==> src/rtl/bits_to_bytes_packer.sv <==
// ============================================================================
// Module   : bits_to_bytes_packer
// Purpose  : Packs an LSB-first serial bit stream into bytes. Each byte goes out
//            on a byte stream and is also kept in a parallel byte array.
// Revision : 1.0 - initial release
// ============================================================================
`default_nettype none

module bits_to_bytes_packer #(
    parameter int MAX_BYTES = 32
) (
    input  logic                   clk,
    input  logic                   rst_n,
    input  logic                   start,
    input  logic [7:0]             len,
    input  logic                   bit_in,
    input  logic                   bit_valid,
    output logic                   bit_ready,
    output logic [7:0]             byte_out,
    output logic                   byte_valid,
    input  logic                   byte_ready,
    output logic                   byte_last,
    output logic [8*MAX_BYTES-1:0] out_bytes,
    output logic                   busy,
    output logic                   done
);

    localparam logic [7:0] c_MAX_LEN = 8'(MAX_BYTES);

    typedef enum logic [1:0] {
        S_IDLE    = 2'd0,
        S_COLLECT = 2'd1,
        S_EMIT    = 2'd2,
        S_DONE    = 2'd3
    } state_t;

    state_t     r_state;
    state_t     w_state_nxt;

    logic [7:0] r_len_eff;
    logic [7:0] r_shift;
    logic [2:0] r_bit_cnt;
    logic [7:0] r_byte_idx;
    logic [7:0] r_byte_out;
    logic       r_byte_last;
    logic [7:0] r_mem [MAX_BYTES];

    logic [7:0] w_len_eff;
    logic       w_start_acc;
    logic       w_bit_acc;
    logic       w_byte_hs;

    assign w_len_eff   = (len > c_MAX_LEN) ? c_MAX_LEN : len;
    assign w_start_acc = (r_state == S_IDLE) && start;
    assign w_bit_acc   = (r_state == S_COLLECT) && bit_valid;
    assign w_byte_hs   = (r_state == S_EMIT) && byte_ready;

    always_ff @(posedge clk or negedge rst_n) begin
        if (!rst_n) begin
            r_state <= S_IDLE;
        end else begin
            r_state <= w_state_nxt;
        end
    end

    always_comb begin
        w_state_nxt = r_state;
        case (r_state)
            S_IDLE: begin
                if (start) begin
                    w_state_nxt = (w_len_eff == 8'd0) ? S_DONE : S_COLLECT;
                end
            end
            S_COLLECT: begin
                if (bit_valid && (r_bit_cnt == 3'd7)) begin
                    w_state_nxt = S_EMIT;
                end
            end
            S_EMIT: begin
                if (byte_ready) begin
                    w_state_nxt = r_byte_last ? S_DONE : S_COLLECT;
                end
            end
            S_DONE:  w_state_nxt = S_IDLE;
            default: w_state_nxt = S_IDLE;
        endcase
    end

    always_ff @(posedge clk or negedge rst_n) begin
        if (!rst_n) begin
            r_len_eff   <= 8'd0;
            r_shift     <= 8'd0;
            r_bit_cnt   <= 3'd0;
            r_byte_idx  <= 8'd0;
            r_byte_out  <= 8'd0;
            r_byte_last <= 1'b0;
            for (int i = 0; i < MAX_BYTES; i++) begin
                r_mem[i] <= 8'd0;
            end
        end else begin
            if (w_start_acc) begin
                r_len_eff  <= w_len_eff;
                r_shift    <= 8'd0;
                r_bit_cnt  <= 3'd0;
                r_byte_idx <= 8'd0;
                for (int i = 0; i < MAX_BYTES; i++) begin
                    r_mem[i] <= 8'd0;
                end
            end

            if (w_bit_acc) begin
                r_shift[r_bit_cnt] <= bit_in;
                r_bit_cnt          <= r_bit_cnt + 3'd1;
                // The 8th bit bypasses the shift register straight into the byte.
                if (r_bit_cnt == 3'd7) begin
                    r_byte_out  <= {bit_in, r_shift[6:0]};
                    r_byte_last <= (r_byte_idx == (r_len_eff - 8'd1));
                end
            end

            if (w_byte_hs) begin
                for (int i = 0; i < MAX_BYTES; i++) begin
                    if (r_byte_idx == 8'(i)) begin
                        r_mem[i] <= r_byte_out;
                    end
                end
                if (!r_byte_last) begin
                    r_byte_idx <= r_byte_idx + 8'd1;
                end
            end
        end
    end

    generate
        for (genvar gi = 0; gi < MAX_BYTES; gi++) begin : g_out_bytes
            assign out_bytes[8*gi +: 8] = r_mem[gi];
        end
    endgenerate

    assign bit_ready  = (r_state == S_COLLECT);
    assign byte_valid = (r_state == S_EMIT);
    assign byte_out   = r_byte_out;
    assign byte_last  = r_byte_last;
    assign busy       = (r_state == S_COLLECT) || (r_state == S_EMIT);
    assign done       = (r_state == S_DONE);

endmodule

`default_nettype wire
==> config.mk <==
export PLATFORM = sky130hd
export DESIGN_NAME = bits_to_bytes_packer
export DESIGN_NICKNAME = d
export VERILOG_FILES = /design/src/rtl/bits_to_bytes_packer.sv
export SDC_FILE = /design/constraint.sdc
export NUM_CORES = 1
export LEC_CHECK = 0
export BUFFER_PORTS_ARGS = -buffer_cell sky130_fd_sc_hd__buf_2
export CORE_UTILIZATION = 58
export DETAILED_ROUTE_END_ITERATION = 10
export PLACE_DENSITY = 0.85
export SETUP_SLACK_MARGIN = 0.05
export SYNTH_ARGS = -nofsm -noshare
export SYNTH_HDL_FRONTEND = slang
export SYNTH_SLANG_ARGS = --single-unit
==> constraint.sdc <==
create_clock -name clk -period 5.8 [get_ports clk]
set_input_delay 1.45 -clock clk [delete_from_list [all_inputs] [get_ports clk]]
set_output_delay 1.45 -clock clk [all_outputs]
set_load 0.005 [all_outputs]
==> implementation parameters, run 1 <==
Parameter                              Value

Outcome
  Run status    complete, no violations

Drt
  DRC violations left    0
  DRC marker count from the first detailed-route iteration    694
  Final routed wirelength across all metal layers    34.38 mm
  Residual antenna-violating net count after detailed routing    0
  Vias per cell    5.502
  First-pass iteration count of the detailed router    6
  Routed wire length per instance    18.28 um
  Vias    10350

STA
  Final count of negative-setup-slack endpoints    0
  Period Utilization, post-route    55.37%
  Rel. slew slack    33.70%
  Actual transition at the worst max-transition pin    0.9945 ns
  Final Hold Vio Count    0
  Shortest period the worst path allows    3.212 ns
  RSZ-0062 raised after global routing    false
  Accumulated negative setup slack    0 ns
  Max-slew violation count    0
  Fin Hold WS    0.5018 ns
  Worst path setup slack after routing    2.588 ns
  Worst-case clock skew    0.02585 ns
  Timing-limited maximum frequency    0.3114 GHz

Final layout
  Area of all sequential standard cells    7333 um^2
  Number of fillers in the final layout    1615
  Share of final-layout standard cells stronger than drive strength 1    22.79%
  Multi-input gate area in the final layout    4607 um^2
  Signed area change from the synthesized netlist to the final layout    18.02%
  Antenna fix cells    0
  Finished layout cell area    14770 um^2
  Post-layout net count    1611

Die
  Die outline height    148.9 um
  Count of pins on the block boundary    283
  Die boundary width    148.9 um
  Starting density of the core    59.36%
  Area of the core    21090 um^2
  Num rows    53
  Floorplan die area    22170 um^2

Synth
  Net count after synthesis    1407
  Number of unique standard cell types used by synthesis    53
  Yosys warns    0
  Post-Syn Area    12520 um^2
  Part of the Yosys area used for sequential elements    58.57%
  Gate Count Post-Synth    1381
  Async SR Flop Fraction    100.0%
  Number of flops mapped to enable cells by yosys    0
  Library cell occupying the most area in the post-synthesis netlist    sky130_fd_sc_hd__dfrtp_1
  Ranking of synthesized cells by area    sky130_fd_sc_hd__dfrtp_1, sky130_fd_sc_hd__nand2_1, sky130_fd_sc_hd__o21ai_0, sky130_fd_sc_hd__clkbuf_1, sky130_fd_sc_hd__o21ai_1
  Flip-flop and latch count after synthesis    293
  Syn Area/Cell    9.065 um^2
  Area fraction of the dominant cell type after synthesis    58.57%
  Most used DFF post-synth    sky130_fd_sc_hd__dfrtp_1

Clock tree
  Clock latency of the later-clocked register in the worst-skew pair    0.55 ns
  Clock buffers created by TritonCTS    29
  Clock sink count    293
  Buffer cell driving the clock tree root    sky130_fd_sc_hd__clkbuf_16
  Number of gates given a new drive strength after cts    0
  Clock-pin slew on the worst setup and hold paths    0.06 ns
  Post-cts hold buffer count    0
  CTS Buffer Depth    3
  Maximum level of the CTS H-tree    1
  Post-CTS repair timing setup buffer count    0
  CTS tree    done

Setup path
  Crit-path max FO    34
  Startpoint class of the critical path    register
  Number of buffers and inverters on the critical path    1
  Critical path capture point type    primary output
  List of cells traversed by the critical path    buf_2
  FF-to-FF path depth    7
  Internal reg-to-reg setup slack    3.00 ns
  Delay-heaviest family, CP    flip-flops
  Slowest Stage Delay on Critical Path    0.97 ns
  Critical path start-end classification    register to primary output
  RR Startpoint    r_state[0]
  Worst flop-to-flop path endpoint    out_bytes[46]
  CP max stage cell    sky130_fd_sc_hd__dfrtp_2
  CP Data Arrival Time    1.76 ns
  Required time reported for the critical path endpoint    4.35 ns

Power and ir drop
  P per Cell Area    302.7 nW/um^2
  Peak ir drop on the vdd network    0.5392 mV
  Pleak    7.497 nW

Global routing
  Number of antenna violations at the first check in global routing    0
  Pin count of the biggest net entering global routing    149
  Leftover overflow at the end of global routing    0
  First-pass GRT wire length    53.39 mm
  Global routing usage summed across all routing layers    31.00%
  Via count of the first global-routing pass    9793

Worst hold path
  Worst Hold Path EP    r_shift[0]
  Startpoint of the most critical hold path    r_shift[0]
  Cell depth of the worst min-delay path    2
  Tightest Hold Check Type    register to register

Placed design
  Count of input and output buffers    282
  Total placed instance area    13880 um^2
  Weighted congestion reported at the end of routability-driven placement    0.8651
  Detailed Place HPWL    21.08 mm
  Worst slack after detailed placement    2.203 ns

Flow run
  Number of max-cap violations    0
==> flip-flops by register name, indices dropped and copies added (netlist names) <==
register / count
r_state: 2
out_bytes: 256
byte_last: 1
r_bit_cnt: 3
byte_out: 8
r_shift: 7
r_len_eff: 8
r_byte_idx: 8
==> where the power goes <==
part	internal [mW]	total (mW)	switching, mW
clock	1.01	1.78	0.776
combinational	0.129	0.562	0.433
sequential	2.08	2.13	0.0488
==> cell type report <==
cell class | count | share of cell area [%]
Clock buffer | 43 | 5.742
Sequential cell | 293 | 49.64
Multi-Input combinational cell | 952 | 31.18
Inverter | 15 | 0.3811
Timing Repair Buffer | 294 | 10.40
Tap cell | 275 | 2.329
Clock inverter | 9 | 0.3303
==> layout by cell type, fill, tap and decap left out, types with 3 or more instances in the layout <==
| cell | Yosys | layout |
|---|---|---|
| sky130_fd_sc_hd__nand2b_1 | 4 | 4 |
| sky130_fd_sc_hd__xor2_1 | 4 | 4 |
| sky130_fd_sc_hd__nand3b_1 | 3 | 3 |
| sky130_fd_sc_hd__nor3_1 | 6 | 6 |
| sky130_fd_sc_hd__nor3b_1 | 3 | 3 |
| sky130_fd_sc_hd__nand2_1 | 538 | 537 |
| sky130_fd_sc_hd__nor2_1 | 5 | 5 |
| sky130_fd_sc_hd__buf_2 | 31 | 281 |
| sky130_fd_sc_hd__o21ai_1 | 32 | 32 |
| sky130_fd_sc_hd__clkinv_2 | 0 | 8 |
| sky130_fd_sc_hd__nor3_4 | 9 | 9 |
| sky130_fd_sc_hd__nand3_1 | 10 | 10 |
| sky130_fd_sc_hd__clkbuf_16 | 0 | 29 |
| sky130_fd_sc_hd__nor4_4 | 4 | 5 |
| sky130_fd_sc_hd__mux2_2 | 7 | 7 |
| sky130_fd_sc_hd__ha_1 | 12 | 12 |
| sky130_fd_sc_hd__mux2i_1 | 3 | 3 |
| sky130_fd_sc_hd__a22o_1 | 5 | 5 |
| sky130_fd_sc_hd__and2_1 | 5 | 5 |
| sky130_fd_sc_hd__inv_1 | 15 | 15 |
| sky130_fd_sc_hd__clkbuf_8 | 0 | 7 |
| sky130_fd_sc_hd__xnor2_1 | 6 | 6 |
| sky130_fd_sc_hd__clkbuf_1 | 78 | 7 |
| sky130_fd_sc_hd__and3_1 | 17 | 17 |
| sky130_fd_sc_hd__nor2b_1 | 3 | 3 |
| sky130_fd_sc_hd__dfrtp_1 | 293 | 292 |
| sky130_fd_sc_hd__o21ai_0 | 244 | 244 |
| sky130_fd_sc_hd__buf_4 | 7 | 10 |
| sky130_fd_sc_hd__a21oi_1 | 6 | 6 |
==> per-stage QoR <==
step	util, %	std cells	total power [mW]
final	70.06	1881	4.473
after global routing	70.06	1881	4.624
after CTS	70.06	1881	4.488
after detailed placement	65.81	1829	2.726
after global placement	65.76	1829	2.712
after floorplan	-	1381	2.542
==> logic make-up (layout without fill, tap and decap cells) <==
logic type,count (synthesis),count (layout),synth area share [%]
fa+ha+maj,12,12,1.199
mux,10,10,0.8696
flops,293,293,58.57
buf+inv,136,361,4.758
xor+xnor,10,10,0.6996
simple gates,618,618,21.29
compound gates,302,302,12.61
==> layer usage <==
layer,wire (um),GRT usage [%]
met5,0,0
met4,1140,10.92
met3,2571,5.199
met2,16780,51.09
met1,13890,41.62
==> how the worst max path moves through the flow <==
stage	cells past startpoint	slack, ns	start	end
final	1	2.59	byte_out[5]	byte_out[5]
after global routing	1	2.56	byte_out[5]	byte_out[5]
after CTS	1	2.62	byte_out[5]	byte_out[5]
after detailed placement	6	2.20	byte_ready	out_bytes[44]
after global placement	5	1.89	byte_ready	out_bytes[248]
after floorplan	8	2.86	byte_ready	out_bytes[74]
==> cells in the mapped netlist, types with 2 or more instances <==
cell type and count:
sky130_fd_sc_hd__a2111oi_0 2, sky130_fd_sc_hd__a21oi_1 6, sky130_fd_sc_hd__a22o_1 5, sky130_fd_sc_hd__and2_1 5, sky130_fd_sc_hd__and3_1 17, sky130_fd_sc_hd__buf_1 2
sky130_fd_sc_hd__buf_2 31, sky130_fd_sc_hd__buf_4 7, sky130_fd_sc_hd__clkbuf_1 78, sky130_fd_sc_hd__dfrtp_1 293, sky130_fd_sc_hd__ha_1 12, sky130_fd_sc_hd__inv_1 15
sky130_fd_sc_hd__mux2_2 7, sky130_fd_sc_hd__mux2i_1 3, sky130_fd_sc_hd__nand2_1 538, sky130_fd_sc_hd__nand2b_1 4, sky130_fd_sc_hd__nand3_1 10, sky130_fd_sc_hd__nand3b_1 3
sky130_fd_sc_hd__nor2_1 5, sky130_fd_sc_hd__nor2b_1 3, sky130_fd_sc_hd__nor3_1 6, sky130_fd_sc_hd__nor3_2 2, sky130_fd_sc_hd__nor3_4 9, sky130_fd_sc_hd__nor3b_1 3
sky130_fd_sc_hd__nor4_4 4, sky130_fd_sc_hd__o21ai_0 244, sky130_fd_sc_hd__o21ai_1 32, sky130_fd_sc_hd__or4_1 2, sky130_fd_sc_hd__xnor2_1 6, sky130_fd_sc_hd__xor2_1 4
Power figures use the tool's default switching activity.
==> run 2: changes to the inputs <==
--- a/config.mk
+++ b/config.mk
@@ -6,9 +6,9 @@
 export NUM_CORES = 1
 export LEC_CHECK = 0
 export BUFFER_PORTS_ARGS = -buffer_cell sky130_fd_sc_hd__buf_2
-export CORE_UTILIZATION = 58
+export CORE_UTILIZATION = 54
 export DETAILED_ROUTE_END_ITERATION = 10
-export PLACE_DENSITY = 0.85
+export PLACE_DENSITY = 0.8
 export SETUP_SLACK_MARGIN = 0.05
 export SYNTH_ARGS = -nofsm -noshare
 export SYNTH_HDL_FRONTEND = slang
==> constraint.sdc (replaced) <==
create_clock -name clk -period 3.3 [get_ports clk]
set_input_delay 0.825 -clock clk [delete_from_list [all_inputs] [get_ports clk]]
set_output_delay 0.825 -clock clk [all_outputs]
set_load 0.005 [all_outputs]
==> run 2 against run 1 <==
- die area rose by 7.3%
- power is 89% higher
- clock skew down 0.011 ns
- via count down 0.15%
- sequential power increased by 76%
- non-clock buffer count rose by 9
- clock power is 110% higher
==> implementation parameters, run 2 (synthesized netlist as in run 1, its figures left out) <==
Parameter                              Value

Clock tree
  Clock latency of the later-clocked register in the worst-skew pair    0.54 ns
  Post-CTS repair timing setup buffer count    0
  Clock sink count    293
  Buffer cell driving the clock tree root    sky130_fd_sc_hd__clkbuf_16
  Clock-pin slew on the worst setup and hold paths    0.06 ns
  Clock buffers created by TritonCTS    29
  CTS tree    done
  Number of gates given a new drive strength after cts    0
  CTS Buffer Depth    3
  Maximum level of the CTS H-tree    1
  Post-cts hold buffer count    0

Global routing
  Pin count of the biggest net entering global routing    128
  Global routing usage summed across all routing layers    28.66%
  Number of antenna violations at the first check in global routing    0
  First-pass GRT wire length    53.59 mm
  Via count of the first global-routing pass    9770
  Leftover overflow at the end of global routing    0

Final layout
  Signed area change from the synthesized netlist to the final layout    20.39%
  Number of fillers in the final layout    1799
  Max FFs per register    256
  Most frequent cells in the layout    sky130_fd_sc_hd__nand2_1, sky130_fd_sc_hd__dfrtp_1, sky130_fd_sc_hd__buf_2
  Leading cell type in the layout, fill and taps excluded    sky130_fd_sc_hd__nand2_1
  Share of final-layout standard cells stronger than drive strength 1    23.45%
  Post-layout net count    1620
  Post-route core utilization    66.36%
  Finished layout cell area    15070 um^2
  Antenna fix cells    0

Die
  Area of the core    22710 um^2
  Die boundary width    154.3 um
  Count of pins on the block boundary    283
  Floorplan die area    23790 um^2
  Num rows    55
  Starting density of the core    55.12%
  Die outline height    154.3 um

STA
  Accumulated negative setup slack    0 ns
  Worst-case clock skew    0.01508 ns
  Timing-limited maximum frequency    0.3664 GHz
  Rel. slew slack    37.55%
  Final count of negative-setup-slack endpoints    0
  Period Utilization, post-route    82.72%
  Max-slew violation count    0
  Worst path setup slack after routing    0.5704 ns
  RSZ-0062 raised after global routing    false
  Final Hold Vio Count    0
  Actual transition at the worst max-transition pin    0.9132 ns
  Shortest period the worst path allows    2.730 ns

Drt
  Vias per cell    5.436
  DRC violations left    0
  Residual antenna-violating net count after detailed routing    0
  Routed wire length per instance    17.84 um
  First-pass iteration count of the detailed router    5
  DRC marker count from the first detailed-route iteration    716
  Vias    10330
  Final routed wirelength across all metal layers    33.91 mm

Power and ir drop
  Peak ir drop on the vdd network    0.4415 mV
  P per Cell Area    561.3 nW/um^2
  Clock group share of total power    43.7%
  Pleak    7.638 nW
  Total power    8.459 mW
  Combinational fraction of design power    12.0%
  Sw Ratio    26.34%
  Internal power    6.230 mW
  Share of total power in sequential cells    44.3%
  Total net switching power    2.228 mW

Placed design
  Worst slack after detailed placement    0.4385 ns
  Weighted congestion reported at the end of routability-driven placement    0.7998
  Count of input and output buffers    282
  Total placed instance area    13980 um^2
  Detailed Place HPWL    21.31 mm

Setup path
  Crit-path max FO    16
  Required time reported for the critical path endpoint    3.69 ns
  Startpoint class of the critical path    register
  CP Data Arrival Time    3.12 ns
  Internal reg-to-reg setup slack    0.57 ns
  Critical path start-end classification    register to register
  Critical path capture point type    register

Outcome
  Run status    complete, no violations

Flow run
  Number of max-cap violations    0

Worst hold path
  Tightest Hold Check Type    input port to async pin
## run 2: cell count changes in the layout (fill, tap and decap cells not counted), sizes merged
cell      before  now
clkinvlp       0    2
clkbuf        43   36
buf          294  303
bufinv         0    8
clkinv         8    6
## run 2: critical path, cell delays in order (launching register included)
cell	delay (ns)
sky130_fd_sc_hd__dfrtp_1	0.40
sky130_fd_sc_hd__inv_1	0.13
sky130_fd_sc_hd__ha_1	0.29
sky130_fd_sc_hd__nand2_1	0.14
sky130_fd_sc_hd__or4_1	0.48
sky130_fd_sc_hd__buf_4	0.27
sky130_fd_sc_hd__nor3_2	0.65
sky130_fd_sc_hd__o21ai_0	0.20
## run 2: path summary, 6_finish.rpt
| path | from | to | cells after the start |
|---|---|---|---|
| worst max register to register | r_state[0] | out_bytes[34] | 7 |
| worst min-delay path | rst_n | out_bytes[158] | 1 |
| min in group clk | r_shift[6] | r_shift[6] | 2 |
| worst max-delay path | r_state[0] | out_bytes[34] | 7 |
| max in group asynchronous | rst_n | out_bytes[48] | 2 |
| worst min register to register | r_shift[6] | r_shift[6] | 2 |
## run 2: area by class of cell
cell class / instances / area (um^2) / share of cell area [%]
sequential: 293 / 7332 / 48.65
multi-input combinational: 952 / 4598 / 30.51
timing repair buffer: 303 / 1642 / 10.89
clock buffer: 36 / 792.0 / 5.255
tap: 285 / 356.6 / 2.366
clock inverter: 17 / 294.0 / 1.951
inverter: 15 / 56.30 / 0.3736
## run 2: stage by stage
step | instances | hold slack, ns
4_1_cts | 1901 | 0.2649
2_1_floorplan | 1381 | 0.4641
6_report | 1901 | 0.2524
5_1_grt | 1901 | 0.2851
3_3_place_gp | 1848 | 0.4768
3_5_place_dp | 1848 | 0.4866
## run 2: power by group through the flow
stage | logic [mW] | clock network (mW) | registers (mW)
after floorplan | 0.696 | 0 | 3.77
after global placement | 0.993 | 0 | 3.80
after detailed placement | 1.02 | 0 | 3.81
after CTS | 1.03 | 3.76 | 3.74
after global routing | 1.13 | 3.88 | 3.75
final | 1.02 | 3.70 | 3.75
## run 2: per-layer routing
layer	wire length, um	share of wire, %	vias to the layer above	track usage, %
met4	1143	3.4	0	10.28
met3	2270	6.7	71	4.679
met1	14280	42	4936	39.43
met2	16220	48	404	46.43
met5	0	0	-	0
li1	-	-	4922	-
==> run 3: changes to the inputs <==
--- a/config.mk
+++ b/config.mk
@@ -5,6 +5,7 @@
 export SDC_FILE = /design/constraint.sdc
 export NUM_CORES = 1
 export LEC_CHECK = 0
+export ABC_AREA = 1
 export BUFFER_PORTS_ARGS = -buffer_cell sky130_fd_sc_hd__buf_2
 export CORE_UTILIZATION = 54
 export DETAILED_ROUTE_END_ITERATION = 10
==> constraint.sdc (replaced) <==
create_clock -name clk -period 2.55 [get_ports clk]
set_input_delay 0.6375 -clock clk [delete_from_list [all_inputs] [get_ports clk]]
set_output_delay 0.6375 -clock clk [all_outputs]
set_load 0.005 [all_outputs]
==> run 3 against run 2 <==
- power rose by 45%
- largest cell class unchanged
- via count fell by 3.9%
- largest power group unchanged
- global-route usage rose by 1.1 points
- critical path depth grew 1
- flip-flop and latch count did not move
- synthesized cell count is 15% lower
- count of clock-buffer cells in the layout did not move
- die area decreased by 5.3%
==> implementation parameters, run 3 <==
Parameter                              Value

Synth
  Most used DFF post-synth    sky130_fd_sc_hd__dfrtp_1
  Area fraction of the dominant cell type after synthesis    61.91%
  Combinational family with the most area after synthesis    simple AND/OR/NAND/NOR gates
  Library cell occupying the most area in the post-synthesis netlist    sky130_fd_sc_hd__dfrtp_1
  Flip-flop and latch count after synthesis    293
  Cell with the most instances after synthesis    sky130_fd_sc_hd__dfrtp_1
  Synth Area in XOR/XNOR    0.2958%
  Async SR Flop Fraction    100.0%
  Gate Count Post-Synth    1173
  Syn Area/Cell    10.10 um^2
  Post-Syn Area    11840 um^2
  Mux cell area share after synthesis    0%
  Yosys warns    0
  Number of unique standard cell types used by synthesis    25
  Number of flops mapped to enable cells by yosys    0
  Part of the Yosys area used for sequential elements    61.91%
  Most frequent cells after synthesis    sky130_fd_sc_hd__dfrtp_1, sky130_fd_sc_hd__nand3_1, sky130_fd_sc_hd__o21ai_0
  Synth Area in Simple Gates    17.57%
  Ranking of synthesized cells by area    sky130_fd_sc_hd__dfrtp_1, sky130_fd_sc_hd__nand3_1, sky130_fd_sc_hd__o21ai_0, sky130_fd_sc_hd__nand2_1, sky130_fd_sc_hd__buf_6
  Adder-cell share of the synthesized area    1.268%
  Net count after synthesis    1199
  Share of the synthesized area in compound gates (AO/OA/AOI/OAI)    12.77%

Setup path
  CP Data Arrival Time    2.76 ns
  Delay-heaviest family, CP    simple AND/OR/NAND/NOR gates
  CP max stage cell    sky130_fd_sc_hd__dfrtp_1
  List of cells traversed by the critical path    inv_1 -> ha_1 -> nand2_1 -> nor4_4 -> buf_4 -> nand2_1 -> nand3_1 -> o21ai_0
  Startpoint class of the critical path    register
  Required time reported for the critical path endpoint    2.94 ns
  Number of buffers and inverters on the critical path    2
  Critical path start-end classification    register to register
  Slowest Stage Delay on Critical Path    0.40 ns
  Critical path capture point type    register
  Crit-path max FO    16
  Library cell appearing most often on the critical path    sky130_fd_sc_hd__nand2_1

Flow run
  Number of max-cap violations    0

Final layout
  Post-layout net count    1457
  Signed area change from the synthesized netlist to the final layout    22.08%
  Multi-input gate area in the final layout    3789 um^2
  Max FFs per register    256
  Share of final-layout standard cells stronger than drive strength 1    26.22%
  Cell Count, Final, Fillers Out    1728
  Number of fillers in the final layout    1661
  Finished layout cell area    14460 um^2
  Post-route core utilization    67.92%
  Area of all sequential standard cells    7332 um^2
  Most frequent cells in the layout    sky130_fd_sc_hd__dfrtp_1, sky130_fd_sc_hd__buf_2, sky130_fd_sc_hd__nand3_1, sky130_fd_sc_hd__o21ai_0, sky130_fd_sc_hd__nand2_1
  Leading cell type in the layout, fill and taps excluded    sky130_fd_sc_hd__dfrtp_1
  Antenna fix cells    0

Clock tree
  Clock-pin slew on the worst setup and hold paths    0.06 ns
  CTS Buffer Depth    3
  Clock buffers created by TritonCTS    29
  Clock latency of the later-clocked register in the worst-skew pair    0.55 ns
  CTS tree    done
  Post-CTS repair timing setup buffer count    0
  Number of gates given a new drive strength after cts    0
  Clock sink count    293
  Buffer cell driving the clock tree root    sky130_fd_sc_hd__clkbuf_16
  Maximum level of the CTS H-tree    1
  Post-cts hold buffer count    0

STA
  Rel. slew slack    43.95%
  Fin Hold WS    0.06870 ns
  Period Utilization, post-route    92.88%
  Timing-limited maximum frequency    0.4222 GHz
  Actual transition at the worst max-transition pin    0.8399 ns
  Worst-case clock skew    0.01164 ns
  Shortest period the worst path allows    2.368 ns
  Final count of negative-setup-slack endpoints    0
  Final Hold Vio Count    0
  Max-slew violation count    0
  RSZ-0062 raised after global routing    true
  Accumulated negative setup slack    0 ns

Die
  Floorplan die area    22530 um^2
  Starting density of the core    55.64%
  Num rows    53
  Die boundary width    150.1 um
  Die outline height    150.1 um
  Area of the core    21290 um^2
  Count of pins on the block boundary    283

Global routing
  Via count of the first global-routing pass    9482
  Number of antenna violations at the first check in global routing    0
  Global routing usage summed across all routing layers    29.76%
  First-pass GRT wire length    51.92 mm
  Leftover overflow at the end of global routing    0
  Pin count of the biggest net entering global routing    89

Placed design
  Number of cells in the design after placement    1675
  Detailed Place HPWL    22.09 mm
  Count of input and output buffers    282
  Total placed instance area    13390 um^2
  Weighted congestion reported at the end of routability-driven placement    0.8750

Drt
  DRC marker count from the first detailed-route iteration    592
  DRC violations left    0
  Final routed wirelength across all metal layers    33.61 mm
  Residual antenna-violating net count after detailed routing    0
  First-pass iteration count of the detailed router    5
  Vias per cell    5.747
  Routed wire length per instance    19.45 um
  Vias    9930

Power and ir drop
  Clock group share of total power    38.5%
  P per Cell Area    849.0 nW/um^2
  Total net switching power    3.700 mW
  Sw Ratio    30.14%
  Combinational fraction of design power    19.2%
  Share of total power in sequential cells    42.3%
  Internal power    8.576 mW
  Pleak    7.753 nW
  Peak ir drop on the vdd network    0.7076 mV

Worst hold path
  Tightest Hold Check Type    input port to async pin

Outcome
  Run status    complete, no violations
-- run 3: cell count changes in the layout (fill, tap and decap cells not counted), moves of 4 or more --
cell                       delta
sky130_fd_sc_hd__a22o_1       -5
sky130_fd_sc_hd__and2_1       -5
sky130_fd_sc_hd__and3_1      -17
sky130_fd_sc_hd__buf_4       +12
sky130_fd_sc_hd__inv_1       +33
sky130_fd_sc_hd__mux2_2       -7
sky130_fd_sc_hd__nand2_1    -450
sky130_fd_sc_hd__nand2_4     +10
sky130_fd_sc_hd__nand2b_1     -4
sky130_fd_sc_hd__nand3_1    +267
sky130_fd_sc_hd__nor2_1      +35
sky130_fd_sc_hd__nor3_4       -9
sky130_fd_sc_hd__o21ai_0     +33
sky130_fd_sc_hd__o21ai_1     -23
-- run 3: cell families after synthesis --
logic type	after synthesis
AO/OA/AOI/OAI	299
AND/OR/NAND/NOR	428
XOR/XNOR	4
buffers and inverters	137
adder cells (fa/ha/maj)	12
flip-flops	293
-- run 3: power by group through the flow --
stage | logic [mW] | registers [mW] | clock network, mW
2_1_floorplan | 1.36 | 5.25 | 0
3_3_place_gp | 2.29 | 5.26 | 0
3_5_place_dp | 2.34 | 5.27 | 0
4_1_cts | 2.36 | 5.19 | 4.76
5_1_grt | 2.63 | 5.22 | 4.93
6_report | 2.36 | 5.19 | 4.73
-- run 3: area by class of cell --
type	count	share of cell area, %
Clock inverter	17	1.869
Tap cell	275	2.380
Sequential cell	293	50.71
Inverter	48	1.246
Timing Repair Buffer	316	12.11
Multi-Input combinational cell	743	26.20
Clock buffer	36	5.478
-- run 3: through the flow --
step	total power, mW	worst slack [ns]
global placement	7.545	0.3479
CTS	12.30	0.1952
finish	12.28	0.1817
floorplan	6.610	0.5963
global route	12.78	0.002687
detailed placement	7.613	0.2677
-- run 3: per-layer routing --
layer  track usage [%]  part of all wire, %  up-vias
li1                  -                    -     4569
met1             40.31                   42     4883
met2             48.73                   47      415
met3             6.364                  8.4       63
met4             8.081                  2.6        0
met5                 0                    0        -
-- run 3: worst paths after layout --
| kind | start | endpoint | slack, ns | cells past startpoint |
|---|---|---|---|---|
| worst max-delay path | r_state[0] | out_bytes[96] | 0.18 | 8 |
| worst min-delay path | rst_n | out_bytes[112] | 0.07 | 1 |
| worst max register to register | r_state[0] | out_bytes[96] | 0.18 | 8 |
| worst min register to register | r_shift[1] | byte_out[1] | 0.49 | 2 |
| max in group asynchronous | rst_n | out_bytes[67] | 1.55 | 2 |
| min in group clk | bit_in | byte_out[7] | 0.36 | 3 |
-- run 3: worst reg2reg max path, cell delays in order (launching register included) --
cell	delay, ns
sky130_fd_sc_hd__dfrtp_1	0.40
sky130_fd_sc_hd__inv_1	0.13
sky130_fd_sc_hd__ha_1	0.24
sky130_fd_sc_hd__nand2_1	0.22
sky130_fd_sc_hd__nor4_4	0.26
sky130_fd_sc_hd__buf_4	0.25
sky130_fd_sc_hd__nand2_1	0.39
sky130_fd_sc_hd__nand3_1	0.21
sky130_fd_sc_hd__o21ai_0	0.12
